<file path="src/rtl/reg_pipe.sv">
// Bubble-collapsing register pipeline with DEPTH valid/ready stages.
// Flush drops all queued words but leaves the data registers unchanged. Clear also zeroes the data.
module reg_pipe #(
  parameter int WIDTH = 8,
  parameter int DEPTH = 4
) (
  input  logic                       clk,
  input  logic                       clr,
  input  logic                       flush,
  input  logic                       in_valid,
  input  logic [WIDTH-1:0]           in_data,
  output logic                       in_ready,
  output logic                       out_valid,
  output logic [WIDTH-1:0]           out_data,
  input  logic                       out_ready,
  output logic [$clog2(DEPTH+1)-1:0] occupancy
);

  localparam int OCC_W = $clog2(DEPTH+1);

  logic [WIDTH-1:0] d_q [DEPTH];
  logic [DEPTH-1:0] v_q, v_d;
  logic [OCC_W-1:0] occ_q;

  logic [DEPTH-1:0] can_acc;
  logic [DEPTH-1:0] drains;
  logic [DEPTH-1:0] load;

  function automatic logic [OCC_W-1:0] popcnt(input logic [DEPTH-1:0] v);
    logic [OCC_W-1:0] c;
    c = '0;
    for (int i = 0; i < DEPTH; i++) c = c + OCC_W'(v[i]);
    return c;
  endfunction

  // A stage drains when the next one can take its word; the chain runs back from the output.
  always_comb begin
    can_acc = '0;
    drains  = '0;
    drains[DEPTH-1]  = out_ready;
    can_acc[DEPTH-1] = !v_q[DEPTH-1] || out_ready;
    for (int i = DEPTH-2; i >= 0; i--) begin
      drains[i]  = can_acc[i+1];
      can_acc[i] = !v_q[i] || can_acc[i+1];
    end
  end

  assign in_ready = can_acc[0] && !flush && !clr;

  always_comb begin
    load = '0;
    v_d  = '0;
    load[0] = in_valid && in_ready;
    for (int i = 1; i < DEPTH; i++) load[i] = v_q[i-1] && can_acc[i] && !flush && !clr;
    for (int i = 0; i < DEPTH; i++) v_d[i] = load[i] || (v_q[i] && !drains[i]);
  end

  always_ff @(posedge clk) begin
    if (clr) begin
      v_q   <= '0;
      occ_q <= '0;
      for (int i = 0; i < DEPTH; i++) d_q[i] <= '0;
    end else if (flush) begin
      v_q   <= '0;
      occ_q <= '0;
    end else begin
      v_q   <= v_d;
      occ_q <= popcnt(v_d);
      for (int i = 0; i < DEPTH; i++) begin
        if (load[i]) d_q[i] <= (i == 0) ? in_data : d_q[(i == 0) ? 0 : i-1];
      end
    end
  end

  assign out_valid = v_q[DEPTH-1];
  assign out_data  = d_q[DEPTH-1];
  assign occupancy = occ_q;

endmodule

</file>
<file path="config.mk">
export PLATFORM = sky130hd
export DESIGN_NAME = reg_pipe
export DESIGN_NICKNAME = d
export VERILOG_FILES = /design/src/rtl/reg_pipe.sv
export SDC_FILE = /design/constraint.sdc
export NUM_CORES = 1
export LEC_CHECK = 0
export CAP_MARGIN = 20
export CORE_UTILIZATION = 50
export DETAILED_ROUTE_END_ITERATION = 7
export GPL_ROUTABILITY_DRIVEN = 0
export PLACE_DENSITY_LB_ADDON = 0.3
export SYNTH_ARGS = -nofsm -noshare
export SYNTH_HDL_FRONTEND = slang
export SYNTH_SLANG_ARGS = --single-unit
</file>
<file path="constraint.sdc">
create_clock -name clk -period 7 [get_ports clk]
set_clock_uncertainty 0.1 [all_clocks]
set_input_delay 1.75 -clock clk [delete_from_list [all_inputs] [get_ports clk]]
set_output_delay 1.75 -clock clk [all_outputs]
set_load 0.03 [all_outputs]
</file>
* Word-level counts from Yosys, hierarchy flattened *
Memory sizes are Yosys's and may differ from the RTL's.
Cells that the tools add are included.

storage, ports and cells
  bits in registers = 7
  logic and storage cells = 67
  latch bits = 0
  output and inout port bits = 13
  bits in read-only memories = 0
  bits in writable memories = 32
  memories = 1

cells by class
  equal/unequal tests = 0
  $add $sub $neg = 3
  div/mod/pow operators = 0
  $mul = 0
  shift operators = 0
  muxes and demuxes = 22
  magnitude comparators = 0
  bitwise logic cells = 4
  reduce and logical (&&, ||, !) cells = 35

memories
  name  depth  bits a word  read ports  clocked after Yosys merged registers in  write ports  RTL line  text
  d_q   4      8            4           0                                        4            21        logic [WIDTH-1:0] d_q [DEPTH];

operator list
  cell                  count
  2-to-1 mux 8 bit      4
  2-to-1 mux 1 bit      18
  logical AND 1 bit     16
  zero test 1 bit       10
  logical OR 1 bit      8
  bitwise OR 1 bit      4
  adder 2 x 1 -> 3 bit  1
  adder 3 x 1 -> 3 bit  1
  adder 1 x 1 -> 2 bit  1
  OR reduction 2 bit    1

* Depth between registers and ports, before layout *
Gate-level depths: netlist (run 1).

  depth after elaboration = 13
  gate-level depth with buffers = 9

* Worst setup path before layout (run 1) *
Ideal clock, no wire load.

  path kind = input to output
  start point = input port flush
  end point = output port in_ready
  setup slack = 2,250 ps
  path buffers = 1
  stages = 3
  arrival time = 2,900 ps
  path through = clkbuf_1 > nor2_2 > a21boi_0

between the ends
  longest elaborated chain between the ends = 3

RTL lines
  item                            RTL line  text
  from (decl)                     9         input logic flush,
  zero test 1 bit                 48        assign in_ready = can_acc[0] && !flush && !clr;
  logical AND 1 bit (2 in a row)  48
  to (decl)                       12        output logic in_ready,

Every way passes these cells.

* Final worst setup path (run 1) *
  start point = input port out_ready
  end point = output port in_ready

between the ends
  longest elaborated chain between the ends = 6

RTL lines
  item                            RTL line  text
  from (decl)                     15        input logic out_ready,
  logical OR 1 bit                41        can_acc[DEPTH-1] = !v_q[DEPTH-1] || out_ready;
  logical OR 1 bit (3 in a row)   44        can_acc[i] = !v_q[i] || can_acc[i+1];
  logical AND 1 bit (2 in a row)  48

Every way passes these cells.

==> metrics.txt, run 1 <==
Cell variety after synth 25; global-route wire length before repair 4460 um; Root Buffer clkbuf_8; LEAKAGE 0.741 nW; Clock Latency Late Sink 0.29 ns; drt pass-1 iters 3; clock transition at the registers of the reported paths 0.07 ns; starting DRC count in detailed routing 7; Placeable Area 3440 um2; reg2reg start v_q[2]; Worst setup SP type primary input; initial antenna violation count 0; IR drop worst, VDD 121 uV; RSZ-0062 raised after global routing false; grt total ovfl 0; Top FF cell, synth edfxtp_1; Pwr per Cell Area 214 nW/um2; Max Cap Viol 0; cell taking the most area after synthesis edfxtp_1; r2r endpoint occupancy[1]; die area 3950 um2; Max Slew Vio Count 0; post-route antenna net violation count 0; initial core utilization 53.8%; Syn Area/Cell 15.2 um2; Async SR Flop Fraction 0%; CP max FO 23; status completed; Ant. Diodes 0; register area 1100 um2; area grow syn2layout 18.5%; post-synthesis sequential area ratio 59.4%; PortBufs 25; worst slew pin tran 1.09 ns; CP endpoint kind primary output; Worst Hold Class reg2reg; Area contributors post-synth edfxtp_1 52%, nor3b_2 16%, dfxtp_1 7.6%, nand4bb_1 4.9%, a21oi_1 3.0%; post-layout util 63.8%; Worst EP arrival 3.85 ns; PostCTS Resize Cnt 0; Place WS 1.33 ns; area fraction of the dominant cell type after synthesis 51.9%; setup_tns 0 ns; Post-synth EDFFs 32; final WL 2430 um; final-report setup violation count 0; share of cells above drive strength 1 22.9%; # Post-CTS Setup Buffers 0; commonest non-fill, non-tap cell in the layout edfxtp_1; H-Tree Depth 2; Yosys reg bits 39; clk sink count 39; area of the multi-input gates 672 um2; WHS Path Cells 1; I/O pin count 26; Worst EP required 5.15 ns; post-synthesis instance area 1850 um2; FF-to-FF setup slack 4.26 ns; total CTS buffers 5; Final Hold Vio Count 0; average wire per standard cell 12.8 um; Layout Nets 159; Setup CP Type in2out; largest net degree at the start of global routing 24; hold path endpoint v_q[2]; hold_buf cts 0; GR Util All Layers 15.0%; routed vias 1,010; Die X 62.9 um; Avg Vias per Cell 5.32; Final Cycle Share 81.4%; r2r worst-path depth 7; floorplan row count 21; Hold Path Origin v_q[1]; Gate Count Post-Synth 122; achievable clock frequency 175 MHz; DPL Wire Length 1800 um; most frequent cells in the layout 32 x edfxtp_1, 25 x clkdlybuf4s50_1, 24 x nor3b_2; Final min period 5.70 ns; filler instances 270; Post-Syn Nets 138; Die H 62.9 um; number of global-route vias before repair 991; clock tree buffer depth 2; yosys warns 0; drt drc 0; CTS tree done; final setup margin 1.30 ns; slew margin rel. 26.9%
-- power breakdown --
part	internal [mW]	leakage, nW	total (mW)	switching, mW
sequential	0.259	0.396	0.261	0.00193
combinational	0.0156	0.290	0.0296	0.0139
clock	0.104	0.0556	0.179	0.0749
-- worst max-delay path, cell delays in order --
cell,delay (ns)
clkdlybuf4s50_1,0.44
and3b_1,0.81
a21boi_0,0.20
clkdlybuf4s50_1,0.65
-- layer usage --
layer | track usage (%) | vias up | wire length (um)
met5 | 0 | - | 0
met4 | 9.59 | 0 | 70
met3 | 4.93 | 6 | 114
met2 | 25.8 | 27 | 1280
met1 | 15.6 | 474 | 970
li1 | - | 503 | -
-- worst max path at each step --
| stage | from | end | slack (ns) | depth (start not counted) |
|---|---|---|---|---|
| CTS | out_ready | in_ready | 1.29 | 4 |
| global route | out_ready | in_ready | 1.13 | 4 |
| global placement | out_ready | in_ready | 1.35 | 4 |
| floorplan | flush | in_ready | 2.25 | 3 |
| detailed placement | out_ready | in_ready | 1.33 | 4 |
| finish | out_ready | in_ready | 1.30 | 4 |
-- cell usage after synthesis, types with 2 or more instances --
master / n
a21oi_1: 11
and2_1: 4
and3b_1: 2
buf_2: 4
buf_6: 3
clkbuf_1: 3
dfxtp_1: 7
edfxtp_1: 32
ha_1: 2
inv_1: 2
nand4bb_1: 8
nor2b_1: 2
nor3b_2: 24
o21a_1: 3
o21bai_1: 3
or3b_1: 3
-- cell type report --
cell class                 instances  share of cell area, %
sequential                        39                   50.1
clock buffer                       5                   3.13
tap                               46                   2.62
timing repair buffer              25                   11.4
clock inverter                     3                   1.77
inverter                           2                  0.342
multi-input combinational         70                   30.6
-- cell families after synthesis --
kind of cell	share of synthesized area (%)
and+or+nand+nor	27.1
buffers and inverters	4.32
adders and majority gates	2.43
AOI/OAI and AO/OA	6.75
DFF	59.4
-- registers in the layout, indices dropped and copies added, names as in the netlist --
| name | flops |
|---|---|
| d_q | 32 |
| occupancy | 3 |
| v_q | 4 |
-- through the flow --
| step | area (um2) | cells | hold slack [ns] | power [mW] |
|---|---|---|---|---|
| floorplan | 1850 | 122 | 0.374 | 0.283 |
| global placement | 2090 | 182 | 0.413 | 0.295 |
| detailed placement | 2090 | 182 | 0.427 | 0.296 |
| CTS | 2200 | 190 | 0.445 | 0.475 |
| global route | 2200 | 190 | 0.487 | 0.492 |
| finish | 2200 | 190 | 0.447 | 0.470 |
No activity file was read; power rests on OpenSTA's default activity.
==> inputs of run 2 (changes only) <==
==> constraint.sdc (replaced) <==
create_clock -name clk -period 5.25 [get_ports clk]
set_clock_uncertainty 0.1 [all_clocks]
set_input_delay 1.3125 -clock clk [delete_from_list [all_inputs] [get_ports clk]]
set_output_delay 1.3125 -clock clk [all_outputs]
set_load 0.03 [all_outputs]
==> run 2 against run 1 <==
  * Cell count up 1.6%
  * Largest cell class unchanged
  * Via count up 2.8%
  * First-iteration DRC count rose by 100%
  * Sequential power increased by 33%
  * Worst setup slack lost 0.68 ns
  * Wire length rose by 15%
  * Register-to-register slack worse by 1.5 ns
  * Critical endpoint unchanged
  * Sequential share of layout area rose by 0.086 points
  * Critical path type unchanged
==> metrics.txt, run 2 (same netlist as run 1, synthesis figures left out) <==
area grow syn2layout 18.3%; achievable clock frequency 216 MHz; wl on met1 1120 um (+16%); post-layout util 63.7% (-0.11 points); hold_buf cts 0 (unchanged); Buffers & Inverters on Critical Path 2 (unchanged); final setup margin 0.621 ns (-0.678 ns); hold_ws 0.455 ns (+0.00807 ns); clock transition at the registers of the reported paths 0.07 ns (about the same); GR Util All Layers 16.6% (+1.5 points); post-route antenna net violation count 0 (unchanged); met2 WL post-DR 1470 um (+15%); sw frac 20.7% (+1.4 points); I/O pin count 26 (unchanged); Largest stage delay, worst path 0.70 ns (-0.11 ns); Die H 62.9 um (unchanged); clock tree buffer depth 2 (unchanged); CP max FO 14 (-39%); Final min period 4.63 ns; DPL Wire Length 2000 um (+11%); Place WS 0.642 ns (-0.684 ns); IR drop worst, VDD 169 uV (+39%); Placeable Area 3440 um2 (unchanged); initial antenna violation count 0 (unchanged); total CTS buffers 5 (unchanged); drt pass-1 iters 4 (+1); largest net degree at the start of global routing 23 (-4.2%); Worst EP arrival 3.22 ns (-0.63 ns); slew margin rel. 48.2% (+21 points); final WL 2800 um (+15%); drt drc 0 (unchanged); Pwr per Cell Area 264 nW/um2 (+24%); Clock Power Share 33.0% (-5.1 points); global-route wire length before repair 4740 um (+6.3%); Final Hold Vio Count 0 (unchanged); Root Buffer clkbuf_8; most frequent cells in the layout 32 x edfxtp_1, 25 x clkdlybuf4s50_1, 24 x nor3b_2; Setup CP Type in2out; worst path cell trace clkdlybuf4s50_1 -> nor2_2 -> a21boi_0 -> clkdlybuf4s50_1; CP endpoint kind primary output; slowest cell on the critical path clkdlybuf4s50_1; PostCTS Resize Cnt 0 (unchanged); FF-to-FF setup slack 2.79 ns (-1.47 ns); Avg Vias per Cell 5.38 (+1.2%); Max Slew Vio Count 0 (unchanged); Finished Layout Cells 193 (+1.6%); die area 3950 um2 (unchanged); crit path capture in_ready; final instance area 2190 um2 (-0.17%); internal cell power 0.460 mW (+21%); commonest non-fill, non-tap cell in the layout edfxtp_1; met3 wire length 122 um (+7.0%); DP Area 2110 um2 (+1.1%); filler instances 277 (+2.6%); LEAKAGE 0.744 nW (+0.32%); grt total ovfl 0 (unchanged); Worst EP required 3.84 ns (-1.31 ns); Final Cycle Share 88.2%; floorplan row count 21 (unchanged); Ant. Diodes 0 (unchanged); reg2reg start v_q[2]; CTS tree done; placed cells 185 (+1.6%); average wire per standard cell 14.5 um (+13%); Clock Latency Late Sink 0.29 ns (about the same); # Post-CTS Setup Buffers 0 (unchanged); setup_tns 0 ns (unchanged); Gate power share 7.0% (+0.7 points); routed vias 1,038 (+2.8%); worst slew pin tran 0.774 ns (-0.321 ns); Die X 62.9 um (unchanged); status completed; initial core utilization 53.8% (unchanged); max reg flops 32 (unchanged); starting DRC count in detailed routing 14 (+7); delay-heaviest family, CP buffers and inverters; number of global-route vias before repair 1,028 (+3.7%); H-Tree Depth 2 (unchanged); Max Cap Viol 0 (unchanged); PortBufs 25 (unchanged); Worst setup SP type primary input; Critical Path Stages 4 (unchanged); NetSw 0.120 mW (+32%); clk sink count 39 (unchanged); total power 0.580 mW (+23%); CP Launch Point flush; Worst Hold Class reg2reg; RSZ-0062 raised after global routing false; r2r endpoint occupancy[1]; share of power burned in registers 60.0% (+4.4 points); r2r worst-path depth 7 (unchanged); share of cells above drive strength 1 23.8% (+0.89 points); most frequent CP cell clkdlybuf4s50_1; Layout Nets 162 (+1.9%); Most flops, register d_q; Top Layer Used met4; final-report setup violation count 0 (unchanged)
[run 2: cell count changes in the layout (fill, tap and decap cells not counted), sizes merged]
cell,change
clkinv,-1
buf,+3
bufinv,-1
clkbuf,+2
[run 2: power by group through the flow]
stage | Clock [mW] | Sequential, mW | Combinational, mW
after floorplan | 0 | 0.358 | 0.0191
after global placement | 0 | 0.354 | 0.0396
after detailed placement | 0 | 0.355 | 0.0409
after CTS | 0.194 | 0.348 | 0.0410
after global routing | 0.209 | 0.349 | 0.0436
final | 0.191 | 0.348 | 0.0407
[run 2: worst min-delay path by stage]
stage	endpoint	cells past startpoint	from	slack, ns
3_3_place_gp	v_q[2]	1	v_q[1]	0.41
2_1_floorplan	v_q[2]	1	v_q[1]	0.37
6_report	v_q[2]	1	v_q[1]	0.45
4_1_cts	v_q[2]	1	v_q[1]	0.45
3_5_place_dp	v_q[2]	1	v_q[1]	0.43
5_1_grt	v_q[2]	1	v_q[1]	0.46
[run 2: routing by layer]
layer  track usage (%)  up-vias
li1                  -      508
met1              16.0      494
met2              29.8       29
met3              5.47        7
met4              10.5        0
met5                 0        -
[run 2: cell type report]
type                            instances  area [um2]  area share, %
Sequential cell                        39        1100           50.2
Multi-Input combinational cell         70         672           30.7
Timing Repair Buffer                   28         273           12.4
Clock buffer                            7        76.3           3.48
Tap cell                               46        57.6           2.63
Inverter                                2        7.51          0.342
Clock inverter                          1        5.00          0.228
[run 2: worst register-to-register path, delay by kind of cell, from the launching register on]
kind            cells  cell delay (ns)
compound gates      1             0.14
flops               1             0.39
fa+ha+maj           3             0.97
buf+inv             1             0.04
simple gates        2             0.72
